$ cat config.mk
export PLATFORM = sky130hd
export DESIGN_NAME = fifo_param
export DESIGN_NICKNAME = d
export VERILOG_FILES = /design/src/rtl/fifo_param.sv
export SDC_FILE = /design/constraint.sdc
export NUM_CORES = 1
export LEC_CHECK = 0
export ABC_CLOCK_PERIOD_IN_PS = 3900
export CAP_MARGIN = 20
export CELL_PAD_IN_SITES_DETAIL_PLACEMENT = 1
export CELL_PAD_IN_SITES_GLOBAL_PLACEMENT = 1
export CORE_ASPECT_RATIO = 0.9
export CORE_UTILIZATION = 45
export CTS_BUF_LIST = sky130_fd_sc_hd__clkbuf_16
export DETAILED_ROUTE_END_ITERATION = 8
export GPL_ROUTABILITY_DRIVEN = 0
export PLACE_DENSITY = 0.75
export SYNTH_ARGS = -nofsm -noshare
export SYNTH_HDL_FRONTEND = slang
export SYNTH_SLANG_ARGS = --single-unit
$ cat constraint.sdc
create_clock -name clk -period 3.9 [get_ports clk]
set_input_delay 0.78 -clock clk [delete_from_list [all_inputs] [get_ports clk]]
set_output_delay 0.78 -clock clk [all_outputs]
set_load 0.005 [all_outputs]
$ cat src/rtl/fifo_param.sv
// Purpose : single-clock parametric FIFO with occupancy count, almost flags and over/underflow pulses.
// Latency : write-to-empty deassert 1 cycle; read data 1 cycle after accepted read (FWFT: head word shown directly).
// Backpres: writes refused while full, reads refused while empty; refused requests raise a one-cycle flag.
//
// Ports:
//   clk, rst           - clock, synchronous active-low reset
//   wr_en, wr_data     - write request and word
//   rd_en, rd_data     - read request and word
//   full, empty        - count==DEPTH, count==0
//   almost_full/empty  - count>=AF_LEVEL, count<=AE_LEVEL
//   count              - occupancy 0..DEPTH
//   overflow/underflow - one-cycle pulse after a rejected write/read
//
// Build option: define FIFO_FWFT_EN for first-word-fall-through read data.
module fifo_param #(
    parameter int DATA_W   = 8,
    parameter int DEPTH    = 16,
    parameter int AF_LEVEL = DEPTH - 2,
    parameter int AE_LEVEL = 2
) (
    input  logic                     clk,
    input  logic                     rst,
    input  logic                     wr_en,
    input  logic [DATA_W-1:0]        wr_data,
    input  logic                     rd_en,
    output logic [DATA_W-1:0]        rd_data,
    output logic                     full,
    output logic                     empty,
    output logic                     almost_full,
    output logic                     almost_empty,
    output logic [$clog2(DEPTH):0]   count,
    output logic                     overflow,
    output logic                     underflow
);

    localparam int AW = $clog2(DEPTH);
    localparam int CW = AW + 1;

    logic [DATA_W-1:0] mem [DEPTH];

    logic [AW-1:0] wr_ptr_q, wr_ptr_d;
    logic [AW-1:0] rd_ptr_q, rd_ptr_d;
    logic [CW-1:0] count_q, count_d;
    logic          overflow_q, overflow_d;
    logic          underflow_q, underflow_d;
    logic          wr_acc, rd_acc;

    // Status flags come only from the registered count, so a same-cycle
    // read never frees room for a write when full (and vice versa).
    assign full         = (count_q == CW'(DEPTH));
    assign empty        = (count_q == '0);
    assign almost_full  = (count_q >= CW'(AF_LEVEL));
    assign almost_empty = (count_q <= CW'(AE_LEVEL));
    assign count        = count_q;
    assign overflow     = overflow_q;
    assign underflow    = underflow_q;

    always_comb begin
        wr_acc      = wr_en && !full;
        rd_acc      = rd_en && !empty;
        wr_ptr_d    = wr_ptr_q;
        rd_ptr_d    = rd_ptr_q;
        count_d     = count_q;
        overflow_d  = wr_en && full;
        underflow_d = rd_en && empty;
        if (wr_acc) begin
            wr_ptr_d = wr_ptr_q + AW'(1);
        end
        if (rd_acc) begin
            rd_ptr_d = rd_ptr_q + AW'(1);
        end
        // Simultaneous accepted read and write leave occupancy unchanged.
        if (wr_acc && !rd_acc) begin
            count_d = count_q + CW'(1);
        end else if (rd_acc && !wr_acc) begin
            count_d = count_q - CW'(1);
        end
    end

    always_ff @(posedge clk) begin
        if (!rst) begin
            wr_ptr_q    <= '0;
            rd_ptr_q    <= '0;
            count_q     <= '0;
            overflow_q  <= 1'b0;
            underflow_q <= 1'b0;
        end else begin
            wr_ptr_q    <= wr_ptr_d;
            rd_ptr_q    <= rd_ptr_d;
            count_q     <= count_d;
            overflow_q  <= overflow_d;
            underflow_q <= underflow_d;
        end
    end

    // Storage is deliberately not reset; a write coinciding with reset is dropped.
    always_ff @(posedge clk) begin
        if (rst && wr_acc) begin
            mem[wr_ptr_q] <= wr_data;
        end
    end

`ifdef FIFO_FWFT_EN
    // Head word is visible without a read; content is meaningless while empty.
    assign rd_data = mem[rd_ptr_q];
`else
    logic [DATA_W-1:0] rd_data_q, rd_data_d;

    always_comb begin
        rd_data_d = rd_data_q;
        if (rd_acc) begin
            rd_data_d = mem[rd_ptr_q];
        end
    end

    always_ff @(posedge clk) begin
        if (!rst) begin
            rd_data_q <= '0;
        end else begin
            rd_data_q <= rd_data_d;
        end
    end

    assign rd_data = rd_data_q;
`endif

endmodule

==> results.tsv, run 1 <==
stage	metric	value	unit
final_layout	Diodes inserted	0	
timing	final setup fails	0	
global_route	number of global-route vias before repair	3661	
route	routed len/inst	24.0	um
pwr	static leakage	2.37	nW
clocking	Root Buffer	clkbuf_16	
route	1st-pass router iterations	4	
placed_design	Cell Area, Placed	6620	sq um
synth	share of the yosys chip area belonging to registers	0.710	
setup_path	CP Capture Type	primary output	
clocking	CTS Sinks	151	
setup_path	Setup CP Type	flip-flop to primary output	
setup_path	CP startpoint	count[0]$_SDFFE_PN0P_	
final_layout	fin area	7220	sq um
timing	slew margin rel.	0.326	
worst_hold_path	hold path start	rd_data[0]$_SDFFE_PN0P_	
clocking	Post-CTS Hold Fix Bufs	0	
route	via count	3416	
floorplan	die width	124	um
global_route	antenna violations before repair	0	
synth	Main synth FF type	edfxtp_1	
setup_path	peak fanout along the critical path	7	
timing	Final period util	0.785	
clocking	htree depth	4	
clocking	clock-pin slew on the worst setup and hold paths	0.06	ns
floorplan	full die area	13900	sq um
synth	Async SR Flop Fraction	0	
final_layout	layout cells sized above 1	0.167	
clocking	# Post-CTS Setup Buffers	0	
floorplan	IO Pins	31	
global_route	All-Layer GR Usage	0.218	
pwr	worst vdd ir	377	uV
timing	Max Slew Vio Count	0	
synth	most frequent cell after synthesis	edfxtp_1	
worst_hold_path	Hold Path End	rd_data[0]$_SDFFE_PN0P_	
route	final wirelength	14.3	mm
setup_path	crit start category	flip-flop	
worst_hold_path	worst hold-check path type	flip-flop to flip-flop	
placed_design	Port Buf Inserts	30	
synth	post-synth top area cell	edfxtp_1	
global_route	Overflow after GRT	0	
global_route	first-pass GRT wire length	21.8	mm
status	outcome	finished, final reports clean	
setup_path	Critical Path RT	3.12	ns
synth	Avg Cell Area, Syn	16.5	sq um
route	DR vias/cell	5.75	
synth	Area contributors post-synth	edfxtp_1 63%, dfxtp_1 7.6%, mux2i_1 5.9%	
timing	endpoints failing hold	0	
placed_design	DP Wirelength	8.77	mm
final_layout	number of fillers in the final layout	1174	
clocking	CTS tree	done	
final_layout	nets	439	
job	# Max-Cap Violations	0	
timing	Fin Setup TNS	0	ns
floorplan	Core ar.	12900	sq um
synth	syn nets	390	
synth	most instantiated cells after synthesis	128 x edfxtp_1, 36 x mux2i_1, 23 x dfxtp_1	
clocking	clk_lat worst skew	0.42	ns
clocking	CTS-repair resized insts	0	
final_layout	Layout Utilization	0.558	
synth	EDFF count, synth	128	
setup_path	flop2flop setup slack	0.98	ns
clocking	CTS Buffer Depth	2	
timing	Post-Route Skew	0.00628	ns
clocking	number of CTS-inserted buffers	17	
timing	RSZ-0062 raised after global routing	false	
global_route	largest net degree at the start of global routing	32	
synth	Cell variety after synth	37	
timing	worst hold slack	0.579	ns
synth	Syn Inst Count	368	
setup_path	reg2reg path depth	10	
timing	Slew @ Worst Pin	1.01	ns
synth	Yosys reg bits	151	
setup_path	Crit Reg-Reg Startpoint	count[0]$_SDFFE_PN0P_	
timing	Fmax achieved	327	MHz
setup_path	Crit path arrival time	2.28	ns
floorplan	Starting Density	0.469	
route	initial drt markers	248	
route	drt drc	0	
route	antenna-violating nets left	0	
floorplan	Die Span Y	112	um
setup_path	Reg2Reg Capture Point	count[4]$_SDFFE_PN0P_	
timing	Final min period	3.06	ns
synth	Syn Std Cell Area	6060	sq um
worst_hold_path	hold path depth	2	
floorplan	Std-Cell Rows	39	
final_layout	P&R area growth vs syn	19.1	%
synth	Synth top area share	0.634	
synth	yosys synthesis warning count	0	
pwr	Cell Pwr Density	643	nW/um^2
-- layer usage --
metal  wire, um  up-vias  global-route usage  part of all wire
met2       7320       88               0.371              0.51
met4        322        0              0.0940             0.023
li1           -     1529                   -                 -
met3        648       25              0.0524             0.045
met5          0        -                   0                 0
met1       5980     1774               0.265              0.42
-- flip-flops by register name, summed over array words and instances (netlist names) --
name,count
rd_ptr_q,4
mem,128
underflow,1
wr_ptr_q,4
count,5
rd_data,8
overflow,1
-- through the flow --
step | instances | setup WS, ns | power (W)
3_3_place_gp | 562 | 0.609 | 0.00296
6_report | 594 | 0.838 | 0.00465
2_1_floorplan | 368 | 1.21 | 0.00260
5_1_grt | 594 | 0.728 | 0.00482
3_5_place_dp | 562 | 0.495 | 0.00301
4_1_cts | 594 | 0.818 | 0.00469
-- logic make-up (layout without fill, tap and decap cells) --
logic type      Yosys count  in the layout  synth area share
fa+ha+maj                10             10            0.0219
flops                   151            151             0.710
simple gates             66             66            0.0555
xor+xnor                  9              9            0.0130
buf+inv                  26             88            0.0200
compound gates           54             54            0.0607
mux                      52             52             0.119
-- cell type report --
cell class / instances / area (sq um) / area share
sequential: 151 / 4310 / 0.596
clock buffer: 17 / 425 / 0.0589
multi-input combinational: 191 / 1640 / 0.227
inverter: 5 / 18.8 / 0.00260
clock inverter: 15 / 171 / 0.0237
tap: 164 / 205 / 0.0284
timing repair buffer: 51 / 458 / 0.0634
-- cells in the final DEF, fill, tap and decap left out, types with 4 or more instances in the layout --
cell type	count
a21oi_1	10
a22oi_1	8
and2_1	8
and3_1	4
buf_4	21
bufinv_16	4
clkbuf_16	17
clkdlybuf4s50_1	30
dfxtp_1	22
edfxtp_1	128
ha_1	9
inv_1	9
mux2i_1	36
mux4_2	16
nand2_1	7
nand3_1	7
nor2_1	16
nor2b_1	4
nor3_1	12
o211ai_2	4
o21ai_0	10
o22ai_1	16
xnor2_1	8
-- worst max path at each step --
stage / to / cells after the start
floorplan: count[4]$_SDFFE_PN0P_ / 11
finish: empty / 3
global placement: count[4]$_SDFFE_PN0P_ / 9
detailed placement: count[4]$_SDFFE_PN0P_ / 9
CTS: empty / 3
global route: count[4]$_SDFFE_PN0P_ / 10
-- worst max-delay path, stage by stage (launching register included) --
cell             delay, ns
dfxtp_1               0.39
or4_1                 0.72
nor2_1                0.20
clkdlybuf4s50_1       0.54
-- power by group --
| part | switching, W | internal [W] | leakage [nW] | total (W) |
|---|---|---|---|---|
| clock | 0.000614 | 0.00105 | 0.304 | 0.00166 |
| combinational | 0.000536 | 0.000495 | 0.722 | 0.00103 |
| sequential | 0.000104 | 0.00185 | 1.34 | 0.00195 |
| total | 0.00126 | 0.00339 | 2.37 | 0.00465 |
Note: power is estimated with default switching activity, not from simulation.
==> inputs of run 2 (changes only) <==
--- a/config.mk
+++ b/config.mk
@@ -5,7 +5,7 @@
 export SDC_FILE = /design/constraint.sdc
 export NUM_CORES = 1
 export LEC_CHECK = 0
-export ABC_CLOCK_PERIOD_IN_PS = 3900
+export ABC_CLOCK_PERIOD_IN_PS = 3050
 export CAP_MARGIN = 20
 export CELL_PAD_IN_SITES_DETAIL_PLACEMENT = 1
 export CELL_PAD_IN_SITES_GLOBAL_PLACEMENT = 1
==> constraint.sdc (replaced) <==
create_clock -name clk -period 3.05 [get_ports clk]
set_input_delay 0.61 -clock clk [delete_from_list [all_inputs] [get_ports clk]]
set_output_delay 0.61 -clock clk [all_outputs]
set_load 0.005 [all_outputs]
==> results.tsv, run 2 (synthesized netlist as in run 1, its figures left out) <==
stage	metric	value	unit	change
status	outcome	finished, final reports clean		
setup_path	Setup CP Type	flip-flop to primary output		
route	DR vias/cell	5.69		-1.0%
global_route	number of global-route vias before repair	3715		+1.5%
clocking	clk_lat worst skew	0.43	ns	about the same
clocking	clock-pin slew on the worst setup and hold paths	0.06	ns	about the same
pwr	static leakage	2.42	nW	+2.2%
final_layout	Layout Utilization	0.568		+0.00997
placed_design	DP Wirelength	8.81	mm	+0.44%
final_layout	nets	443		+0.91%
clocking	# Post-CTS Setup Buffers	0		unchanged
final_layout	Top reg by flops	mem		
timing	Fmax achieved	341	MHz	
setup_path	flop2flop setup slack	0.31	ns	-0.67 ns
timing	Max Slew Vio Count	0		unchanged
clocking	CTS tree	done		
timing	RSZ-0062 raised after global routing	false		
placed_design	Cell Area, Placed	6670	sq um	+0.64%
final_layout	fin area	7350	sq um	+1.8%
setup_path	crit start category	flip-flop		
route	drt drc	0		unchanged
global_route	antenna violations before repair	0		unchanged
clocking	CTS Sinks	151		unchanged
floorplan	full die area	13900	sq um	unchanged
setup_path	peak fanout along the critical path	6		-1
final_layout	layout cells sized above 1	0.189		+0.0215
route	1st-pass router iterations	4		unchanged
final_layout	most frequent cells in the layout	128 x edfxtp_1, 36 x mux2i_1, 30 x clkdlybuf4s50_1, 24 x buf_4, 22 x dfxtp_1		
global_route	met2 Use GR	0.369		-0.00184
global_route	Overflow after GRT	0		unchanged
route	initial drt markers	271		+9.3%
clocking	CTS Buffer Depth	2		unchanged
timing	Final period util	0.961		
final_layout	P&R area growth vs syn	21.2	%	
timing	Fin Setup TNS	0	ns	unchanged
clocking	CTS-repair resized insts	0		unchanged
clocking	htree depth	4		unchanged
timing	Final min period	2.93	ns	
final_layout	number of fillers in the final layout	1139		-3.0%
timing	slew margin rel.	0.439		+0.113
clocking	number of CTS-inserted buffers	17		unchanged
placed_design	Port Buf Inserts	30		unchanged
floorplan	Die Span Y	112	um	unchanged
clocking	Root Buffer	clkbuf_16		
floorplan	IO Pins	31		unchanged
floorplan	Core ar.	12900	sq um	unchanged
pwr	worst vdd ir	618	uV	+64%
route	via count	3403		-0.38%
floorplan	die width	124	um	unchanged
floorplan	Starting Density	0.469		unchanged
route	antenna-violating nets left	0		unchanged
floorplan	Std-Cell Rows	39		unchanged
global_route	M1 GR Usage	0.273		+0.00805
route	final wirelength	14.2	mm	-0.61%
job	# Max-Cap Violations	0		unchanged
global_route	gr busiest metal	met2		
route	routed len/inst	23.7	um	-1.3%
final_layout	Diodes inserted	0		unchanged
final_layout	commonest non-fill, non-tap cell in the layout	edfxtp_1		
pwr	Cell Pwr Density	854	nW/um^2	+33%
global_route	first-pass GRT wire length	21.7	mm	-0.22%
worst_hold_path	worst hold-check path type	flip-flop to flip-flop		
timing	Post-Route Skew	0.00776	ns	+0.00148 ns
timing	Slew @ Worst Pin	0.840	ns	-0.171 ns
setup_path	CP Capture Type	primary output		
setup_path	Crit path arrival time	2.32	ns	+0.04 ns
timing	endpoints failing hold	0		unchanged
clocking	Post-CTS Hold Fix Bufs	0		unchanged
final_layout	max FFs per register	128		unchanged
timing	final setup fails	0		unchanged
setup_path	Critical Path RT	2.44	ns	-0.68 ns
global_route	All-Layer GR Usage	0.217		-0.000885
global_route	largest net degree at the start of global routing	39		+22%
global_route	met3 GRT Util	0.0582		+0.00572
-- run 2: cell count changes in the layout (fill, tap and decap cells not counted) --
cell,before,now
buf_4,21,24
inv_1,9,5
buf_12,0,1
bufinv_16,4,7
clkinv_1,2,0
clkinv_4,0,1
clkinv_2,2,4
-- run 2: layer usage --
metal,wire (um),vias up,share of wire
met5,0,-,0
met4,225,0,0.016
met1,6070,1762,0.43
li1,-,1544,-
met3,639,16,0.045
met2,7250,81,0.51
-- run 2: layout make-up --
| class | count | area (sq um) | area share |
|---|---|---|---|
| Sequential cell | 151 | 4310 | 0.586 |
| Tap cell | 164 | 205 | 0.0279 |
| Multi-Input combinational cell | 191 | 1640 | 0.223 |
| Inverter | 5 | 18.8 | 0.00255 |
| Clock inverter | 15 | 258 | 0.0351 |
| Clock buffer | 17 | 425 | 0.0579 |
| Timing Repair Buffer | 55 | 500 | 0.0681 |
-- run 2: critical path: stages (launching register included) --
cell and delay [ns]:
dfxtp_1 0.31, buf_4 0.16, or4_1 0.72, nor2_1 0.20
clkdlybuf4s50_1 0.52
-- run 2: path summary, 6_finish.rpt --
kind,from,endpoint,cells after the start
worst min register to register,rd_data[2]$_SDFFE_PN0P_,rd_data[2]$_SDFFE_PN0P_,2
worst max register to register,count[2]$_SDFFE_PN0P_,count[4]$_SDFFE_PN0P_,10
worst max-delay path,count[0]$_SDFFE_PN0P_,full,4
worst min-delay path,rd_data[2]$_SDFFE_PN0P_,rd_data[2]$_SDFFE_PN0P_,2
-- run 2: where the power goes --
part           switching, W  internal [W]  total [W]
clock network      0.000807       0.00161    0.00241
registers          0.000113       0.00236    0.00247
logic              0.000723      0.000664    0.00139
total               0.00164       0.00463    0.00627
-- run 2: stage by stage --
stage | setup slack (ns) | hold slack (ns) | instances | total power [W]
floorplan | 0.356 | 0.521 | 368 | 0.00333
global placement | 0.166 | 0.545 | 566 | 0.00384
detailed placement | 0.0420 | 0.541 | 566 | 0.00390
CTS | 0.0971 | 0.567 | 598 | 0.00633
global route | 0.0200 | 0.601 | 598 | 0.00653
finish | 0.118 | 0.560 | 598 | 0.00627
